File: config.mk
export PLATFORM = sky130hd
export DESIGN_NAME = usb_ep_tx_scheduler
export DESIGN_NICKNAME = d
export VERILOG_FILES = /design/src/rtl/usb_ep_tx_scheduler.sv
export SDC_FILE = /design/constraint.sdc
export NUM_CORES = 1
export LEC_CHECK = 0
export CORE_ASPECT_RATIO = 1.2
export CORE_MARGIN = 2
export CORE_UTILIZATION = 35
export DETAILED_ROUTE_END_ITERATION = 6
export HOLD_SLACK_MARGIN = 0.03
export PLACE_DENSITY = 0.68
export SYNTH_ARGS = -nofsm -noshare
export SYNTH_HDL_FRONTEND = slang
export SYNTH_SLANG_ARGS = --single-unit
File: constraint.sdc
create_clock -name PHY_CLKOUT -period 2.8 [get_ports PHY_CLKOUT]
set_input_delay 0.56 -clock PHY_CLKOUT [delete_from_list [all_inputs] [get_ports PHY_CLKOUT]]
set_output_delay 0.56 -clock PHY_CLKOUT [all_outputs]
set_load 0.02 [all_outputs]
File: src/rtl/usb_ep_tx_scheduler.sv
// usb_ep_tx_scheduler: shares the controller's single IN datapath among NUM_EP bulk IN endpoint FIFOs.
// Optional USB_TX_ZLP_EN: queue a zero-length packet after a full-size final packet.
module usb_ep_tx_scheduler #(
   parameter int NUM_EP    = 3,
   parameter int MAXPKT_HS = 512,
   parameter int MAXPKT_FS = 64
) (
   input  logic                 PHY_CLKOUT,
   input  logic                 RESET,
   input  logic                 usbrst_i,
   input  logic                 highspeed_i,
   input  logic [3:0]           endpt_i,
   input  logic                 txact_i,
   input  logic                 txpop_i,
   input  logic                 txpktfin_i,
   input  logic [12*NUM_EP-1:0] ep_level_i,
   input  logic [NUM_EP-1:0]    ep_eot_i,
   input  logic [8*NUM_EP-1:0]  ep_rdat_i,
   output logic [NUM_EP-1:0]    ep_rd_o,
   output logic [7:0]           txdat_o,
   output logic [11:0]          txdat_len_o,
   output logic                 txcork_o,
   output logic                 abort_o,
   output logic                 overpop_o
);
   typedef enum logic [1:0] {IDLE, SEND, DONE} state_t;
   state_t            r_state;
   logic [3:0]        r_sel;
   logic [11:0]       r_len, r_cnt;
   logic              r_cork, r_abort, r_overpop;
   logic [NUM_EP-1:0] w_zlp_vec;
   logic [11:0]       w_mp, w_lvl, w_len;
   logic              w_ok, w_eot, w_zlp, w_cork, w_pop;
   logic [7:0]        w_dat;
   assign w_mp = highspeed_i ? 12'(MAXPKT_HS) : 12'(MAXPKT_FS);
   always_comb begin
      w_ok  = 1'b0;
      w_lvl = '0;
      w_eot = 1'b0;
      w_zlp = 1'b0;
      w_dat = '0;
      for (int n = 0; n < NUM_EP; n++) begin
         if (endpt_i == 4'(n + 1)) begin
            w_ok  = 1'b1;
            w_lvl = ep_level_i[12*n +: 12];
            w_eot = ep_eot_i[n];
            w_zlp = w_zlp_vec[n];
         end
         if (r_sel == 4'(n + 1))
            w_dat = ep_rdat_i[8*n +: 8];
      end
   end
   assign w_len  = (!w_ok || w_zlp) ? 12'd0 : (w_lvl > w_mp ? w_mp : w_lvl);
   assign w_cork = !w_ok || (!w_zlp && (w_lvl == 12'd0 || (w_lvl < w_mp && !w_eot)));
   assign w_pop  = r_state == SEND && txpop_i && r_cnt < r_len;
   always_comb begin
      ep_rd_o = '0;
      for (int n = 0; n < NUM_EP; n++)
         ep_rd_o[n] = w_pop && r_sel == 4'(n + 1);
   end
   assign txdat_o     = r_state == SEND ? w_dat : 8'd0;
   assign txdat_len_o = r_len;
   assign txcork_o    = r_cork;
   assign abort_o     = r_abort;
   assign overpop_o   = r_overpop;
   always_ff @(posedge PHY_CLKOUT or posedge RESET) begin
      if (RESET) begin
         r_state   <= IDLE;
         r_sel     <= '0;
         r_len     <= '0;
         r_cnt     <= '0;
         r_cork    <= 1'b1;
         r_abort   <= 1'b0;
         r_overpop <= 1'b0;
      end else if (usbrst_i) begin
         r_state   <= IDLE;
         r_sel     <= '0;
         r_len     <= '0;
         r_cnt     <= '0;
         r_cork    <= 1'b1;
         r_abort   <= 1'b0;
         r_overpop <= 1'b0;
      end else begin
         r_abort <= 1'b0;
         case (r_state)
            IDLE: begin
               r_cork <= w_cork;
               r_len  <= w_len;
               if (txact_i) begin
                  r_sel   <= endpt_i;
                  r_state <= SEND;
               end
            end
            SEND: begin
               if (w_pop)
                  r_cnt <= r_cnt + 12'd1;
               if (txpop_i && r_cnt >= r_len)
                  r_overpop <= 1'b1;
               // a pktfin coinciding with txact falling counts as success
               if (txpktfin_i || !txact_i) begin
                  r_state <= DONE;
                  r_cork  <= 1'b1;
                  r_abort <= !txpktfin_i;
               end
            end
            default: begin
               r_cnt   <= '0;
               r_cork  <= w_cork;
               r_len   <= w_len;
               r_state <= IDLE;
            end
         endcase
      end
   end
`ifdef USB_TX_ZLP_EN
   logic [NUM_EP-1:0] r_zlp;
   logic [11:0]       w_sel_lvl;
   logic              w_sel_eot;
   always_comb begin
      w_sel_lvl = '0;
      w_sel_eot = 1'b0;
      for (int n = 0; n < NUM_EP; n++)
         if (r_sel == 4'(n + 1)) begin
            w_sel_lvl = ep_level_i[12*n +: 12];
            w_sel_eot = ep_eot_i[n];
         end
   end
   // a pending ZLP has len 0, so its own pktfin never re-arms the flag
   always_ff @(posedge PHY_CLKOUT or posedge RESET) begin
      if (RESET)
         r_zlp <= '0;
      else if (usbrst_i)
         r_zlp <= '0;
      else if (r_state == SEND && txpktfin_i)
         for (int n = 0; n < NUM_EP; n++)
            if (r_sel == 4'(n + 1))
               r_zlp[n] <= r_len == w_mp && w_sel_eot && w_sel_lvl == 12'd0;
   end
   assign w_zlp_vec = r_zlp;
`else
   assign w_zlp_vec = '0;
`endif
endmodule

==> results of run 1 <==
-- state kept, by name (all words and copies together) (netlist names) --
register / cells
txdat_len_o: 12
r_state: 2
r_sel: 4
txcork_o: 1
overpop_o: 1
r_cnt: 12
abort_o: 1
-- through the flow --
step                 TNS [ns]  setup slack (ns)    util  hold WS, ns  power (W)
floorplan           -0.005599         -0.005599       -       0.5104  0.0006390
global placement       -3.598           -0.4367  0.5851       0.5076  0.0008341
detailed placement     -4.291           -0.5013  0.5851       0.5179  0.0008405
CTS                   -0.6190           -0.2388  0.6074       0.5301   0.001243
global route          -0.9351           -0.2967  0.6144       0.5608   0.001300
finish                -0.5880           -0.2237  0.6144       0.5266   0.001245
-- cell usage in the layout, fill, tap and decap left out, types with 4 or more instances in the layout --
cell | synthesis | layout
clkdlybuf4s50_1 | 0 | 96
buf_4 | 0 | 67
dfrtp_1 | 32 | 30
o21ai_0 | 24 | 23
nor2_1 | 22 | 21
nand2_1 | 21 | 20
inv_1 | 16 | 15
nor3_1 | 15 | 15
ha_1 | 15 | 14
mux2i_1 | 13 | 13
a21oi_1 | 14 | 12
xnor2_1 | 10 | 10
a32o_1 | 8 | 8
nand3_1 | 7 | 7
clkbuf_8 | 0 | 7
a21o_1 | 6 | 6
nor2b_1 | 6 | 6
nor4_1 | 7 | 6
nor3b_1 | 7 | 5
nand4_1 | 4 | 4
o211ai_1 | 4 | 4
o2bb2ai_1 | 4 | 4
-- worst register-to-register path, cell delays in order (launching register included) --
cell and delay [ns]:
dfrtp_2 0.41, inv_2 0.08, ha_4 0.20, a21o_1 0.17, a221o_1 0.33, a221o_1 0.35, or2_4 0.30, buf_4 0.14
buf_4 0.14, or4_4 0.51, a21oi_2 0.13
-- kinds of logic (layout without fill, tap and decap cells) --
kind of cell               count (synthesis)  count (layout)  share of synthesized area
and+or+nand+nor                          110             110                     0.2453
AOI/OAI and AO/OA                         68              68                     0.1900
DFF                                       33              33                     0.3450
buffers and inverters                     31             191                    0.05062
adders and majority gates                 15              15                    0.07829
muxes                                     13              13                    0.05428
xor gates and xnor gates                  10              10                    0.03653
-- worst paths after layout --
check | startpoint | cells after the start | to
worst max register to register | txdat_len_o[6]$_DFFE_PP0P_ | 10 | r_cnt[5]$_DFFE_PP0P_
max in group asynchronous | RESET | 3 | txcork_o$_DFFE_PP1P_
worst min register to register | overpop_o$_DFFE_PP0P_ | 2 | overpop_o$_DFFE_PP0P_
min in group asynchronous | RESET | 3 | txdat_len_o[10]$_DFFE_PP0P_
worst max-delay path | txdat_len_o[6]$_DFFE_PP0P_ | 8 | ep_rd_o[1]
worst min-delay path | overpop_o$_DFFE_PP0P_ | 2 | overpop_o$_DFFE_PP0P_
-- where the power goes --
part / leakage [nW] / switching, W / internal (W)
clock network: 0.0542 / 0.000183 / 0.000222
logic: 1.25 / 0.000144 / 0.000200
registers: 0.450 / 0.00000803 / 0.000487
total: 1.75 / 0.000336 / 0.000909
-- final cells by class --
cell class	count	area share
clock inverters	1	0.001210
multi-input cells	216	0.3710
inverters	17	0.01543
clock buffers	7	0.02330
well taps	87	0.02632
flip-flops and latches	33	0.2006
repair buffers	166	0.3622
-- what timing repair did --
action | 4_1_cts | 5_1_grt
resized for setup | 22 | 7
hold buffers | 0 | 0
buffers inserted | 3 | 3
pin swaps | 8 | 4
gates cloned | 0 | 0
setup endpoints to repair | 7 | 22
endpoints found under the hold margin | 0 | 0
-- metal layers --
| metal | vias up | global-route usage |
|---|---|---|
| met5 | - | 0 |
| met4 | 0 | 0.07184 |
| met3 | 15 | 0.02199 |
| met2 | 72 | 0.3978 |
| met1 | 1332 | 0.2470 |
| li1 | 1346 | - |
==> impl_metrics.json, run 1 <==
{
  "p_leak_nw": 1.750,
  "powerDensity_nw_per_um2": 301.1,
  "max_slew_margin": 0.5166,
  "crit_fanout": 4,
  "wl_met3_um": 290,
  "dp_cells": 513,
  "io-pin-count": 100,
  "start_util": 0.3562,
  "clockBufferDepth": 2,
  "antenna_found_initial": 0,
  "cp-end-kind": "output port",
  "grt_usage": 0.2116,
  "core_area_um2": 6730,
  "violations": "setup timing",
  "fmax_mhz": 330.7,
  "fp-row-count": 33,
  "fin_nets": 528,
  "synth_edf_count": 0,
  "grt-ovfl-total": 0,
  "slowest_delay_ns": 0.41,
  "diodes": 0,
  "synth.distinct_cells": 43,
  "synthTopCellsByArea": "dfrtp_1, ha_1, mux2i_1",
  "critPathRequiredTime_ns": 2.24,
  "clock-sinks": 33,
  "cp_data_arrival_time_ns": 2.46,
  "grt_pass1_wl_um": 12630,
  "die_h_um": 94.66,
  "async_flop_share": 1.000,
  "place_congestion": 0.8349,
  "viasPerCell": 5.247,
  "worst_ir_drop_vdd_mv": 0.1909,
  "avgSynthCellArea_um2": 8.562,
  "fin_crit_ns": 3.024,
  "slew_viol_final": 0,
  "hold_violations": 0,
  "regArea_um2": 829.5,
  "htree_levels": 2,
  "portBuffers": 99,
  "postSynthCellCount": 280,
  "finalInstanceArea_um2": 4135,
  "areaGrowthSynthToFinish_pct": 72.49,
  "ys_warn_count": 0,
  "finalWorstSetupSlack_ns": -0.2237,
  "multi_input_area_um2": 1534,
  "cap_violations": 0,
  "critPathBufInv": 2,
  "top_layer": "met4",
  "hold_class": "reg2reg",
  "synth_most_common_cell": "dfrtp_1",
  "drt_wl_total_um": 7901,
  "outcome": "complete, but fails checks",
  "first_global_vias": 2716,
  "tightest_slew_ns": 0.7224,
  "slowest_stage": "dfrtp_2",
  "wl_per_cell_um": 14.99,
  "syn_area_um2": 2397,
  "cts_tree": "yes",
  "clock_latency_ns": 0.29,
  "nFillCells": 605,
  "start_kind": "flip-flop",
  "dr.first_iter.drc_count": 144,
  "root_buffer": "clkbuf_8",
  "synth_seq_area_share": 0.3450,
  "die_w_um": 79.55,
  "setup-violations-final": 4,
  "firstDrtPassIters": 4,
  "stdcell_count": 527,
  "crit_chain": "inv_2 > ha_4 > a21o_1 > a221o_1 > a221o_1 > or2_4 > nor3b_4 > buf_6",
  "path_common_cell": "a221o_1",
  "fin_crit_sh": 1.080,
  "postRouteAntennaNets": 0,
  "yosysTopAreaCellShare": 0.3340,
  "drive_above_1_share": 0.2205,
  "wl_met1_um": 3199,
  "drc": 0,
  "crit_family": "compound AO/OA/AOI/OAI gates",
  "dpl-instance-area_um2": 3938,
  "dieArea_um2": 7530,
  "cts_buffers": 5,
  "rsz0062_at_grt": "true",
  "worstSetupPathType": "reg2out",
  "dp_hpwl_um": 6169,
  "grt_start_max_net_pins": 34,
  "synth_commonest_cells": "dfrtp_1, o21ai_0, nor2_1",
  "synth_nets": 369,
  "r2r_slack_ns": -0.02,
  "ys_ff_latch": 33,
  "vias": 2765,
  "synth.largest_area_cell": "dfrtp_1",
  "wl_met2_um": 4249,
  "synth-main-ff-cell": "dfrtp_1",
  "path_clk_slew_ns": 0.07,
  "fin_worst_skew_ns": 0.002065
}
No activity file was read; power rests on OpenSTA's default activity.
==> inputs of run 2 (changes only) <==
Settings changed: CORE_UTILIZATION 35 to 48, CTS_BUF_LIST set to sky130_fd_sc_hd__clkbuf_4, PLACE_DENSITY 0.68 to 0.89.
Clock period 2.8 ns to 3.7 ns, I/O delays scaled along.
==> impl_metrics.json, run 2 (same netlist as run 1, synthesis figures left out) <==
{
  "crit_family": "compound AO/OA/AOI/OAI gates",
  "root_buffer": "clkbuf_4",
  "path_common_cell": "a221o_1",
  "hold_class": "reg2reg",
  "clockBufferDepth": 2,
  "preCtsSetupSlack_ns": 0.2114,
  "hold_depth": 1,
  "crit_fanout": 6,
  "grt_pass1_wl_um": 11450,
  "vias": 2543,
  "fin_nets": 474,
  "start_util": 0.4923,
  "mostFrequentLayoutCell": "clkdlybuf4s50_1",
  "r2r_cells": 7,
  "fmax_mhz": 279.5,
  "clock_latency_ns": 0.34,
  "io-pin-count": 100,
  "cts_tree": "yes",
  "r2r_slack_ns": 0.98,
  "outcome": "finished, final reports clean",
  "fin_crit_sh": 0.9671,
  "wl_per_cell_um": 15.18,
  "nFillCells": 381,
  "worstSetupPathType": "reg2out",
  "antenna_found_initial": 0,
  "slowest_stage": "dfrtp_1",
  "place_congestion": 0.9154,
  "hp-start": "txdat_len_o[7]$_DFFE_PP0P_",
  "post_cts_buffers": 0,
  "dieArea_um2": 5578,
  "powerDensity_nw_per_um2": 222.1,
  "slowest_delay_ns": 0.43,
  "clock-sinks": 33,
  "dr.first_iter.drc_count": 176,
  "postCtsHoldBufs": 0,
  "grt_start_max_net_pins": 34,
  "hold_violations": 0,
  "setup_tns_ns": 0,
  "path_clk_slew_ns": 0.09,
  "firstDrtPassIters": 5,
  "cp_data_arrival_time_ns": 2.84,
  "dp_cells": 438,
  "portBuffers": 99,
  "cp-end-kind": "output port",
  "worst_ir_drop_vdd_mv": 0.1280,
  "fp-row-count": 28,
  "slew_viol_final": 0,
  "tightest_slew_ns": 0.7796,
  "dp_hpwl_um": 5516,
  "rr_startpoint": "r_cnt[6]$_DFFE_PP0P_",
  "core_area_um2": 4870,
  "critPathRequiredTime_ns": 2.96,
  "areaGrowthSynthToFinish_pct": 48.07,
  "grt_usage": 0.2687,
  "drc": 0,
  "first_global_vias": 2493,
  "start_kind": "flip-flop",
  "r2r-end": "r_cnt[5]$_DFFE_PP0P_",
  "drt_wl_total_um": 6753,
  "stdcell_count": 445,
  "critPathBufInv": 1,
  "drive_above_1_share": 0.05974,
  "grt-ovfl-total": 0,
  "cap_violations": 0,
  "viasPerCell": 5.715,
  "postRouteAntennaNets": 0,
  "finalWorstSetupSlack_ns": 0.1218,
  "crit_chain": "ha_1 > a21o_1 > a221o_1 > a221o_1 > or2_1 > nor3b_1 > clkdlybuf4s15_1",
  "die_h_um": 81.42,
  "p_leak_nw": 1.432,
  "cts.repair.resized": 3,
  "max_slew_margin": 0.4791,
  "die_w_um": 68.52,
  "final_cell_mix": "clkdlybuf4s50_1, dfrtp_1, o21ai_0, nor2_1, nand2_1",
  "rsz0062_at_grt": "false",
  "setup-violations-final": 0,
  "hold_ws_ns": 0.5246,
  "diodes": 0,
  "fin_crit_ns": 3.578,
  "htree_levels": 2,
  "hold_path_end": "txdat_len_o[7]$_DFFE_PP0P_",
  "fin_worst_skew_ns": 0.01111,
  "cts_buffers": 5
}
[run 2: cell types whose count changed in the layout (fill, tap and decap cells not counted), sizes merged]
cell	before	now
buf	70	13
clkbuf	7	6
clkdlybuf4s15	0	1
dlygate4sd1	0	1
dlygate4sd2	0	1
[run 2: per-stage QoR]
| stage | area, um^2 | power [W] | utilization |
|---|---|---|---|
| after floorplan | 2397 | 0.0004781 | - |
| after global placement | 3503 | 0.0005968 | 0.7194 |
| after detailed placement | 3503 | 0.0006019 | 0.7194 |
| after CTS | 3548 | 0.0007893 | 0.7287 |
| after global routing | 3550 | 0.0008294 | 0.7289 |
| final | 3550 | 0.0007884 | 0.7289 |
[run 2: worst reg2reg max path: stages (launching register included)]
cell and delay [ns]:
dfrtp_1 0.43, ha_1 0.31, a21o_1 0.19, a221o_1 0.34
a221o_1 0.37, or2_1 0.33, or4_1 0.52, a21oi_1 0.15
[run 2: worst max path at each step]
| stage | end | depth (start not counted) | start |
|---|---|---|---|
| floorplan | ep_rd_o[0] | 8 | txdat_len_o[6]$_DFFE_PP0P_ |
| global placement | ep_rd_o[1] | 7 | r_cnt[6]$_DFFE_PP0P_ |
| detailed placement | ep_rd_o[0] | 7 | r_cnt[6]$_DFFE_PP0P_ |
| CTS | ep_rd_o[0] | 7 | r_cnt[6]$_DFFE_PP0P_ |
| global route | ep_rd_o[1] | 8 | txdat_len_o[6]$_DFFE_PP0P_ |
| finish | ep_rd_o[0] | 7 | r_cnt[6]$_DFFE_PP0P_ |
[run 2: layer usage]
metal	vias to the layer above	GRT usage	share of wire
met5	-	0	0
met4	0	0.07600	0.020
met3	13	0.04795	0.055
met2	97	0.4654	0.52
li1	1241	-	-
met1	1192	0.3374	0.40
[run 2: power breakdown]
group          total [W]  switching [W]  leakage (nW)  internal [W]
logic           0.000219      0.0000960         0.950      0.000123
registers       0.000376     0.00000801         0.453      0.000368
clock network   0.000193       0.000117        0.0292     0.0000762
[run 2: cell type report]
class / count / area, um^2 / area share
multi-input combinational: 216 / 1449 / 0.4082
clock inverter: 1 / 3.754 / 0.001057
inverter: 17 / 63.81 / 0.01798
sequential: 33 / 827.0 / 0.2330
tap: 60 / 75.07 / 0.02115
clock buffer: 6 / 45.04 / 0.01269
timing repair buffer: 112 / 1086 / 0.3060
==> inputs of run 3 (changes only) <==
Settings changed: CORE_UTILIZATION 48 to 44, HOLD_SLACK_MARGIN 0.03 to not set, PLACE_DENSITY 0.89 to 0.82.
Clock period 3.7 ns to 3.45 ns, I/O delays scaled along.
==> impl_metrics.json, run 3 (same netlist as run 1, synthesis figures left out) <==
{
  "setup_tns_ns": 0,
  "worstSetupPathType": "reg2out",
  "io-pin-count": 100,
  "grt_start_max_net_pins": 34,
  "fin_worst_skew_ns": 0.003941,
  "areaGrowthSynthToFinish_pct": 49.69,
  "htree_levels": 2,
  "fin_crit_ns": 3.310,
  "drt_wl_total_um": 6785,
  "fmax_mhz": 302.1,
  "postRouteAntennaNets": 0,
  "rsz0062_at_grt": "false",
  "tightest_slew_ns": 0.8088,
  "wl_per_cell_um": 14.94,
  "grt.met3_usage": 0.04157,
  "setup-violations-final": 0,
  "start_util": 0.4556,
  "clockBufferDepth": 2,
  "powerDensity_nw_per_um2": 236.4,
  "clock_latency_ns": 0.34,
  "nFillCells": 444,
  "final_cell_mix": "clkdlybuf4s50_1, dfrtp_1, o21ai_0, nor2_1, nand2_1",
  "root_buffer": "clkbuf_4",
  "hold_violations": 0,
  "firstDrtPassIters": 4,
  "p_leak_nw": 1.460,
  "mostFrequentLayoutCell": "clkdlybuf4s50_1",
  "hold_class": "reg2reg",
  "diodes": 0,
  "clock-sinks": 33,
  "antenna_found_initial": 0,
  "critPathRequiredTime_ns": 2.76,
  "drc": 0,
  "post_cts_buffers": 0,
  "fin_nets": 480,
  "path_clk_slew_ns": 0.10,
  "cap_violations": 0,
  "met2_usage": 0.4133,
  "hold_ws_ns": 0.5151,
  "core_area_um2": 5261,
  "dieArea_um2": 6057,
  "cts_buffers": 5,
  "grtUsageMet1": 0.2964,
  "start_kind": "flip-flop",
  "dp_hpwl_um": 5498,
  "max_slew_margin": 0.4596,
  "cts_tree": "yes",
  "viasPerCell": 5.518,
  "finalInstanceArea_um2": 3588,
  "dr.first_iter.drc_count": 143,
  "power.total_w": 0.0008485,
  "die_w_um": 71.38,
  "grt_usage": 0.2362,
  "hold_depth": 2,
  "die_h_um": 84.86,
  "fp-row-count": 29,
  "drive_above_1_share": 0.08418,
  "grt_pass1_wl_um": 11720,
  "crit_fanout": 4,
  "outcome": "finished, final reports clean",
  "cp-end-kind": "output port",
  "cp_data_arrival_time_ns": 2.62,
  "first_global_vias": 2606,
  "vias": 2505,
  "place_congestion": 0.9083,
  "portBuffers": 99,
  "worst_ir_drop_vdd_mv": 0.1188,
  "fin_crit_sh": 0.9594,
  "r2r_cells": 9,
  "slew_viol_final": 0,
  "dpl-instance-area_um2": 3551,
  "grt-busiest-layer": "met2",
  "grt-ovfl-total": 0
}
-- run 3: timing repair --
| action | in CTS | in global routing |
|---|---|---|
| endpoints found under the setup margin | 3 | 3 |
| hold buffers | 0 | 0 |
| gates resized for setup | 10 | 4 |
-- run 3: area by class of cell --
class / count / area (um^2) / share of cell area
tap: 62 / 77.57 / 0.02162
clock buffer: 5 / 37.54 / 0.01046
clock inverter: 3 / 12.51 / 0.003487
sequential: 33 / 827.0 / 0.2305
multi-input combinational: 216 / 1451 / 0.4045
timing repair buffer: 118 / 1119 / 0.3117
inverter: 17 / 63.81 / 0.01778
-- run 3: report_power, final --
| part | internal, W | switching [W] | total (W) |
|---|---|---|---|
| combinational | 0.000136 | 0.000103 | 0.000239 |
| sequential | 0.000395 | 0.00000821 | 0.000403 |
| clock | 0.0000736 | 0.000133 | 0.000207 |
| total | 0.000604 | 0.000245 | 0.000848 |
-- run 3: worst max-delay path, stage by stage, from the launching register on --
cell	delay [ns]
dfrtp_1	0.36
inv_1	0.07
ha_1	0.30
a21o_1	0.18
a221o_1	0.35
a221o_1	0.38
or2_4	0.28
nor3b_1	0.17
buf_2	0.19
-- run 3: path summary, 6_finish.rpt --
path	from	end	slack, ns
setup / recovery	txdat_len_o[6]$_DFFE_PP0P_	ep_rd_o[0]	0.14
hold / removal	overpop_o$_DFFE_PP0P_	overpop_o$_DFFE_PP0P_	0.52
setup reg to reg	txdat_len_o[6]$_DFFE_PP0P_	r_cnt[5]$_DFFE_PP0P_	0.66
hold reg to reg	overpop_o$_DFFE_PP0P_	overpop_o$_DFFE_PP0P_	0.52
max in group asynchronous	RESET	txcork_o$_DFFE_PP1P_	2.40
min in group asynchronous	RESET	txdat_len_o[10]$_DFFE_PP0P_	0.72
-- run 3: metrics by stage --
step                      cells  setup slack [ns]    util
after floorplan             280            0.2123       -
after global placement      446            0.1182  0.6749
after detailed placement    446           0.03257  0.6749
after CTS                   454          0.001058  0.6835
after global routing        454          0.004154  0.6820
final                       454            0.1402  0.6820
-- run 3: layer usage --
| layer | share of wire | routed length [um] | up-vias |
|---|---|---|---|
| met4 | 0.018 | 119 | 0 |
| met5 | 0 | 0 | - |
| met2 | 0.52 | 3498 | 80 |
| li1 | - | - | 1250 |
| met1 | 0.42 | 2855 | 1164 |
| met3 | 0.046 | 311 | 11 |
